## config.mk

```make
export PLATFORM = sky130hd
export DESIGN_NAME = if_id_queue_flat
export DESIGN_NICKNAME = d
export VERILOG_FILES = /design/src/rtl/riscv_pkg.sv /design/src/rtl/if_id_queue_if.sv /design/src/rtl/if_id_queue_alu2.sv /design/src/rtl/if_id_queue.sv /design/src/flat_wrapper.sv
export SDC_FILE = /design/constraint.sdc
export NUM_CORES = 1
export LEC_CHECK = 0
export CAP_MARGIN = 30
export CORE_MARGIN = 2
export CORE_UTILIZATION = 45
export DETAILED_ROUTE_END_ITERATION = 10
export PLACE_DENSITY = 0.69
export SLEW_MARGIN = 20
export SYNTH_ARGS = -nofsm -noshare
export SYNTH_HDL_FRONTEND = slang
export SYNTH_SLANG_ARGS = --single-unit
export TNS_END_PERCENT = 1
```

## constraint.sdc

```tcl
create_clock -name clk -period 13.52 [get_ports clk]
set_input_delay 4.056 -clock clk [delete_from_list [all_inputs] [get_ports clk]]
set_output_delay 4.056 -clock clk [all_outputs]
set_load 0.01 [all_outputs]
```

## src/rtl/riscv_pkg.sv

```systemverilog
// Shared RISC-V front-end definitions: machine widths, the canonical NOP,
// the fetch/decode entry layout and the ALU operation encodings.
package riscv_pkg;

   localparam int XLEN = 64;
   localparam int ILEN = 32;

   // addi x0,x0,0 -- what decode sees when nothing real is available
   localparam logic [31:0] NOP_INSTR = 32'h00000013;

   // One fetched instruction together with the PC it was fetched from
   typedef struct packed {
      logic [XLEN-1:0] pc;
      logic [ILEN-1:0] instr;
   } fetch_entry_t;

   // ALUControl encodings shared by alu2 and its users
   typedef enum logic [3:0] {
      ALU_AND = 4'b0000,
      ALU_OR  = 4'b0001,
      ALU_ADD = 4'b0010,
      ALU_SUB = 4'b0110,
      ALU_SLT = 4'b0111
   } alu_op_e;

endpackage

```

## src/rtl/if_id_queue_if.sv

```systemverilog
// Fetch-to-decode queue bus: fetch-side handshake, decode-side handshake,
// flush request and occupancy status.
interface if_id_queue_if #(
   parameter int DEPTH = 4,
   parameter int XLEN  = 64,
   parameter int ILEN  = 32
);

   localparam int CNT_W = $clog2(DEPTH + 1);

   logic             flush;
   logic             in_valid;
   logic             in_ready;
   logic [XLEN-1:0]  in_pc;
   logic [ILEN-1:0]  in_instr;
   logic             out_valid;
   logic             out_ready;
   logic [XLEN-1:0]  out_pc;
   logic [XLEN-1:0]  out_pc_plus4;
   logic [ILEN-1:0]  out_instr;
   logic [CNT_W-1:0] count;
   logic             full;
   logic             empty;

   // The side that drives instructions in, consumes them and requests flushes
   modport master (
      output flush, in_valid, in_pc, in_instr, out_ready,
      input  in_ready, out_valid, out_pc, out_pc_plus4, out_instr,
             count, full, empty
   );

   // The queue itself
   modport slave (
      input  flush, in_valid, in_pc, in_instr, out_ready,
      output in_ready, out_valid, out_pc, out_pc_plus4, out_instr,
             count, full, empty
   );

endinterface

```

## src/rtl/if_id_queue_alu2.sv

```systemverilog
// Small two-operand ALU, the same block the fetch stage uses to form PC+4.
module alu2 #(
   parameter int WIDTH = riscv_pkg::XLEN
) (
   input  riscv_pkg::alu_op_e aluControl_i,
   input  logic [WIDTH-1:0]   rs1_i,
   input  logic [WIDTH-1:0]   rs2_i,
   output logic [WIDTH-1:0]   result_o
);

   import riscv_pkg::*;

   // Select the operation; additions wrap modulo 2^WIDTH
   always_comb begin
      result_o = '0;
      case (aluControl_i)
         ALU_AND: result_o = rs1_i & rs2_i;
         ALU_OR:  result_o = rs1_i | rs2_i;
         ALU_ADD: result_o = rs1_i + rs2_i;
         ALU_SUB: result_o = rs1_i - rs2_i;
         ALU_SLT: result_o = {{(WIDTH-1){1'b0}}, ($signed(rs1_i) < $signed(rs2_i))};
         default: result_o = '0;
      endcase
   end

endmodule

```

## src/rtl/if_id_queue.sv

```systemverilog
// Instruction queue between fetch and decode. Holds DEPTH {PC, instruction}
// pairs in FIFO order, decouples decode stalls from fetch, and drops every
// buffered wrong-path instruction when a redirect flush arrives.
module if_id_queue #(
   parameter int               DEPTH = 4,
   parameter int               XLEN  = riscv_pkg::XLEN,
   parameter int               ILEN  = riscv_pkg::ILEN,
   parameter logic [ILEN-1:0]  NOP   = riscv_pkg::NOP_INSTR
) (
   input logic           clk,
   input logic           reset,
   if_id_queue_if.slave  bus
);

   import riscv_pkg::*;

   localparam int PTR_W = (DEPTH > 1) ? $clog2(DEPTH) : 1;
   localparam int CNT_W = $clog2(DEPTH + 1);
   localparam logic [CNT_W-1:0] DEPTH_CNT = CNT_W'(DEPTH);

   // Same field order as fetch_entry_t, sized by this instance's parameters
   typedef struct packed {
      logic [XLEN-1:0] pc;
      logic [ILEN-1:0] instr;
   } entry_t;

   entry_t           mem_q [DEPTH];
   logic [PTR_W-1:0] wrPtr_q, wrPtr_d;
   logic [PTR_W-1:0] rdPtr_q, rdPtr_d;
   logic [CNT_W-1:0] count_q, count_d;

   logic             isFull;
   logic             isEmpty;
   logic             push;
   logic             pop;
   logic [XLEN-1:0]  headPc;
   logic [ILEN-1:0]  headInstr;
   logic [XLEN-1:0]  headPcPlus4;

   // Status comes only from the registered count, so in_ready never
   // depends on out_ready and a full queue refuses input even during a pop.
   assign isFull  = (count_q == DEPTH_CNT);
   assign isEmpty = (count_q == '0);

   // Flush overrides both sides: the flush-cycle instruction is dropped
   assign push = bus.in_valid  & ~isFull  & ~bus.flush;
   assign pop  = bus.out_ready & ~isEmpty & ~bus.flush;

   // Next pointer/count values; DEPTH is a power of two so pointers wrap naturally
   always_comb begin
      wrPtr_d = wrPtr_q;
      rdPtr_d = rdPtr_q;
      count_d = count_q;
      if (bus.flush) begin
         wrPtr_d = '0;
         rdPtr_d = '0;
         count_d = '0;
      end else begin
         if (push) begin
            wrPtr_d = wrPtr_q + PTR_W'(1);
         end
         if (pop) begin
            rdPtr_d = rdPtr_q + PTR_W'(1);
         end
         case ({push, pop})
            2'b10:   count_d = count_q + CNT_W'(1);
            2'b01:   count_d = count_q - CNT_W'(1);
            default: count_d = count_q;
         endcase
      end
   end

   // Pointer and occupancy registers, cleared immediately on reset
   always_ff @(posedge clk or posedge reset) begin
      if (reset) begin
         wrPtr_q <= '0;
         rdPtr_q <= '0;
         count_q <= '0;
      end else begin
         wrPtr_q <= wrPtr_d;
         rdPtr_q <= rdPtr_d;
         count_q <= count_d;
      end
   end

   // Entry storage; contents are meaningless once the count says empty
   always_ff @(posedge clk) begin
      if (push) begin
         mem_q[wrPtr_q].pc    <= bus.in_pc;
         mem_q[wrPtr_q].instr <= bus.in_instr;
      end
   end

   // Head view: real entry when occupied, PC 0 with a NOP otherwise
   always_comb begin
      headPc    = '0;
      headInstr = NOP;
      if (!isEmpty) begin
         headPc    = mem_q[rdPtr_q].pc;
         headInstr = mem_q[rdPtr_q].instr;
      end
   end

   alu2 #(
      .WIDTH (XLEN)
   ) u_pcPlus4 (
      .aluControl_i (ALU_ADD),
      .rs1_i        (headPc),
      .rs2_i        (XLEN'(4)),
      .result_o     (headPcPlus4)
   );

   assign bus.in_ready     = ~isFull;
   assign bus.out_valid    = ~isEmpty;
   assign bus.out_pc       = headPc;
   assign bus.out_pc_plus4 = headPcPlus4;
   assign bus.out_instr    = headInstr;
   assign bus.count        = count_q;
   assign bus.full         = isFull;
   assign bus.empty        = isEmpty;

endmodule

```

## src/flat_wrapper.sv

```systemverilog
// flat-port wrapper written by rule: the top's interface ports become plain ports
module if_id_queue_flat import riscv_pkg::*;
#(
   parameter int               DEPTH = 4,
   parameter int               XLEN  = riscv_pkg::XLEN,
   parameter int               ILEN  = riscv_pkg::ILEN,
   parameter logic [ILEN-1:0]  NOP   = riscv_pkg::NOP_INSTR
)
  (clk, reset, bus_flush, bus_in_valid, bus_in_pc, bus_in_instr, bus_out_ready, bus_in_ready, bus_out_valid, bus_out_pc, bus_out_pc_plus4, bus_out_instr, bus_count, bus_full, bus_empty);
  if_id_queue_if #(.DEPTH(DEPTH), .XLEN(XLEN), .ILEN(ILEN)) bus_i ();
  input logic clk;
  input logic reset;
  input wire logic [$bits(bus_i.flush)-1:0] bus_flush;
  input wire logic [$bits(bus_i.in_valid)-1:0] bus_in_valid;
  input wire logic [$bits(bus_i.in_pc)-1:0] bus_in_pc;
  input wire logic [$bits(bus_i.in_instr)-1:0] bus_in_instr;
  input wire logic [$bits(bus_i.out_ready)-1:0] bus_out_ready;
  output wire logic [$bits(bus_i.in_ready)-1:0] bus_in_ready;
  output wire logic [$bits(bus_i.out_valid)-1:0] bus_out_valid;
  output wire logic [$bits(bus_i.out_pc)-1:0] bus_out_pc;
  output wire logic [$bits(bus_i.out_pc_plus4)-1:0] bus_out_pc_plus4;
  output wire logic [$bits(bus_i.out_instr)-1:0] bus_out_instr;
  output wire logic [$bits(bus_i.count)-1:0] bus_count;
  output wire logic [$bits(bus_i.full)-1:0] bus_full;
  output wire logic [$bits(bus_i.empty)-1:0] bus_empty;
  assign bus_i.flush = bus_flush;
  assign bus_i.in_valid = bus_in_valid;
  assign bus_i.in_pc = bus_in_pc;
  assign bus_i.in_instr = bus_in_instr;
  assign bus_i.out_ready = bus_out_ready;
  assign bus_in_ready = bus_i.in_ready;
  assign bus_out_valid = bus_i.out_valid;
  assign bus_out_pc = bus_i.out_pc;
  assign bus_out_pc_plus4 = bus_i.out_pc_plus4;
  assign bus_out_instr = bus_i.out_instr;
  assign bus_count = bus_i.count;
  assign bus_full = bus_i.full;
  assign bus_empty = bus_i.empty;
  if_id_queue #(.DEPTH(DEPTH), .XLEN(XLEN), .ILEN(ILEN), .NOP(NOP)) u_core (.clk(clk), .reset(reset), .bus(bus_i));
endmodule
```

==> metrics.md <==
| Metric | Value |
|---|---|
| Xor/xnor share of the synthesized area | `3.165%` |
| DP Cell Count | `approximately 1800` |
| CTS clk-pin slew, worst paths | `0.06 ns` |
| Total clock sinks | `between 300 and 400` |
| Switching Share | `31.08%` |
| Fin. max-slew vios | `0` |
| Final setup viols | `0` |
| Final min period | `9.898 ns` |
| Area after DPL | `20640 µm²` |
| Setup tns final | `0 ns` |
| Failing checks | `design-rule violations` |
| Worst rel slew slack | `a little under two fifths` |
| Gate power share | `39.2%` |
| Multiplexer share of the synthesized area | `14.37%` |
| Post-Syn Instances | `1043` |
| Die H | `200.8 µm` |
| HP Class | `reg -> reg` |
| Slew @ Worst Pin | `between 0.9 and 1 ns` |
| Clk root buf | `clkbuf_16` |
| RSZ-0062 raised after global routing | `false` |
| Total gr overflow | `0` |
| Max Freq | `between 100 and 150 MHz` |
| Routed WL per cell | `23.18 µm` |
| GRT Util Overall | `between 20 and 25%` |
| Simple logic cell fraction of the synthesized area | `11.32%` |
| Clk network pwr share | `between 20% and 30%` |
| Non-Filler Instances | `1866` |
| Sequential power share | `between 30% and 40%` |
| Fin. Hold Viols | `0` |
| Top FF cell, synth | `edfxtp_1` |
| Longest Clk Path Bufs | `3` |
| Vias in the first global route | `10730` |
| Clock buffer count from CTS | `43` |
| VDD IR max | `0.0001045 V` |
| Nets | `1423` |
| Crit path arrival time | `around 5.8 ns` |
| Critical path class | `reg -> out` |
| Status | `finished, violations left` |
| DR vias/cell | `5.561` |
| Req. time, crit path | `9.46 ns` |
| Share of layout cells above drive strength 1 | `15.17%` |
| Dpl hpwl | `30.19 mm` |
| CP Launch Type | `flip-flop` |
| Number of synthesized flops with an enable pin | `~380` |
| Warnings, synthesis | `0` |
| Gpl congestion | `between 0.8 and 0.9` |
| Syn-to-layout area delta | `26.45%` |
| Hold_buf cts | `0` |
| Largest delay share family, worst path | `buffers and inverters` |
| Async S/R FF share, synth | `1.790%` |
| Library cells used by synthesis | `56` |
| DR vias | `10380` |
| Avg Cell Area, Syn | `roughly 17 µm²` |
| Critical Path Sink Type | `output pin` |
| Post-CTS Resized | `0` |
| P_int | `between 0.002 and 0.003 W` |
| Core Box Area | `38470 µm²` |
| Synth Area in Adders | `0.4737%` |
| Final Cycle Share | `73.21%` |
| Most frequent CP cell | `buf_4` |
| FF+latch count, synth | `~390` |
| LEAKAGE | `7.162 nW` |
| Compound-Gate Fraction of Synth Area | `1.098%` |
| Critical path's slowest cell | `dfrtp_4` |
| Die width | `200.8 µm` |
| Largest family of logic cells by synthesized area | `multiplexers` |
| Cell area after layout | `22050 µm²` |
| CTS tree | `done` |
| P per Cell Area | `196.2 nW/µm²` |
| Die ar. | `40330 µm²` |
| Post-DRT Antenna Nets | `0` |
| Port Buffers | `267` |
| CP Cell Sequence | `buf_4, buf_4, mux4_2, nand2_1, a211oi_1, nand4bb_1, nor4_1, xor2_1, clkdlybuf4s50_1` |
| DRC | `2` |
| CP Buf/Inv Count | `3` |
| Largest net degree at the start of global routing | `73` |
| Clock latency on the worst-skew pair | `around 0.53 ns` |
| Layout Skew | `0.01568 ns` |
| I/O pins | `around 270` |
| Initial DRC count | `707` |
| Crit-path max cell delay | `between 0.8 and 0.9 ns` |
| Syn Nets | `1150` |
| Crit-path max FO | `between 60 and 70` |
| Pre-antenna DRT Iters | `8` |
| # H-tree levels | `2` |
| Setup Fix Bufs, Post-CTS | `0` |
| Final WL | `43.25 mm` |
| Initial antenna violation count | `8` |
| Max cap viols | `0` |
| Initial core utilization | `45.32%` |
| Register area share after synthesis | `67.15%` |
| Sw power | `0.001345 W` |
| First-pass GRT wire length | `roughly 65 mm` |
| Post-Syn Area | `17430 µm²` |
| Cell row count | `72` |
[synthesized netlist by cell type (all sizes together) (5+ instances only)]
master | count | area share (%)
a31oi | 5 | 0.18
and2 | 77 | 2.8
and3 | 6 | 0.22
and4 | 7 | 0.35
and4b | 7 | 0.40
buf | 29 | 1.3
clkbuf | 25 | 0.54
dfrtp | 7 | 1.0
edfxtp | 384 | 66
ha | 5 | 0.36
inv | 29 | 0.64
mux2i | 5 | 0.29
mux4 | 107 | 14
nand2 | 89 | 1.9
nand3 | 39 | 1.1
nand4 | 20 | 0.72
nor2 | 41 | 0.88
nor3 | 22 | 0.63
nor4 | 27 | 1.3
or2 | 6 | 0.22
or3 | 6 | 0.22
xnor2 | 34 | 1.7
xor2 | 29 | 1.5
[power by group through the flow]
| stage | clock, W | combinational [W] | sequential (W) |
|---|---|---|---|
| after global routing | 0.00122 | 0.00181 | 0.00150 |
| after floorplan | 0 | 0.000957 | 0.00147 |
| after global placement | 0 | 0.00169 | 0.00151 |
| after CTS | 0.00117 | 0.00171 | 0.00149 |
| after detailed placement | 0 | 0.00171 | 0.00151 |
| final | 0.00115 | 0.00169 | 0.00148 |
[path summary, 6_finish.rpt]
path                       slack [ns]                            end                       startpoint  depth (start not counted)
setup / recovery                 3.62           bus_out_pc_plus4[46]    u_core.rdPtr_q[1]$_DFFE_PP0P_                          9
hold / removal                   0.59  u_core.wrPtr_q[1]$_DFFE_PP0P_    u_core.wrPtr_q[1]$_DFFE_PP0P_                          2
min in group asynchronous        3.76  u_core.wrPtr_q[1]$_DFFE_PP0P_                            reset                          2
setup reg to reg                10.65  u_core.mem_q[3][75]$_DFFE_PP_  u_core.bus.count[2]$_DFFE_PP0P_                          6
hold reg to reg                  0.59  u_core.wrPtr_q[1]$_DFFE_PP0P_    u_core.wrPtr_q[1]$_DFFE_PP0P_                          2
max in group asynchronous        9.50  u_core.rdPtr_q[0]$_DFFE_PP0P_                            reset                          2
[flip-flops by register name, indices dropped and copies added, names as in the netlist]
| name | cells |
|---|---|
| u_core.rdPtr_q | 2 |
| u_core.wrPtr_q | 2 |
| u_core.bus.count | 3 |
| u_core.mem_q | 384 |
[kinds of logic after synthesis]
family,after synthesis
DFF,391
xor gates and xnor gates,63
muxes,115
and+or+nand+nor,359
buffers and inverters,83
AOI/OAI and AO/OA,26
adders and majority gates,6
[worst min-delay path, cell delays in order, from the launching register on]
cell and delay [ns]:
dfrtp_1 0.42, nand2_1 0.08, a21oi_1 0.06
[per-stage QoR]
stage / hold slack, ns / util, % / setup slack (ns) / total power [W]
3_3_place_gp: 0.5718 / 53.40 / 4.296 / 0.003202
6_report: 0.5916 / 57.31 / 3.622 / 0.004326
5_1_grt: 0.6325 / 57.29 / 3.249 / 0.004521
3_5_place_dp: 0.5771 / 53.66 / 4.207 / 0.003219
2_1_floorplan: 0.5425 / - / 5.906 / 0.002424
4_1_cts: 0.5916 / 57.28 / 3.586 / 0.004375
[per-layer routing]
| layer | GRT usage [%] | vias up | routed length (µm) |
|---|---|---|---|
| met5 | 0 | - | 69 |
| met4 | 6.323 | 10 | 1137 |
| met3 | 6.234 | 86 | 3656 |
| met2 | 34.69 | 425 | 20720 |
| met1 | 28.42 | 5204 | 17670 |
| li1 | - | 4651 | - |
[cell type report]
class / count / area, µm²
repair buffers: 282 / 2855
fillers: 3032 / 16420
well taps: 518 / 648.1
inverters: 29 / 111.4
diodes: 3 / 7.507
clock buffers: 48 / 1137
flip-flops and latches: 391 / 11710
multi-input cells: 569 / 5319
clock inverters: 26 / 254.0
[layout by cell type (no fill, tap or decap), types with 6 or more instances in the layout]
master	count
and2_1	73
and3_1	6
and4_1	7
and4b_1	7
buf_4	10
clkbuf_16	45
clkdlybuf4s50_1	267
clkinv_1	11
clkinv_2	7
edfxtp_1	384
inv_1	28
mux4_2	104
nand2_1	89
nand3_1	39
nand4_1	20
nor2_1	41
nor3_1	22
nor4_1	21
xnor2_1	34
xor2_1	29
(Power assumes the default switching activity.)
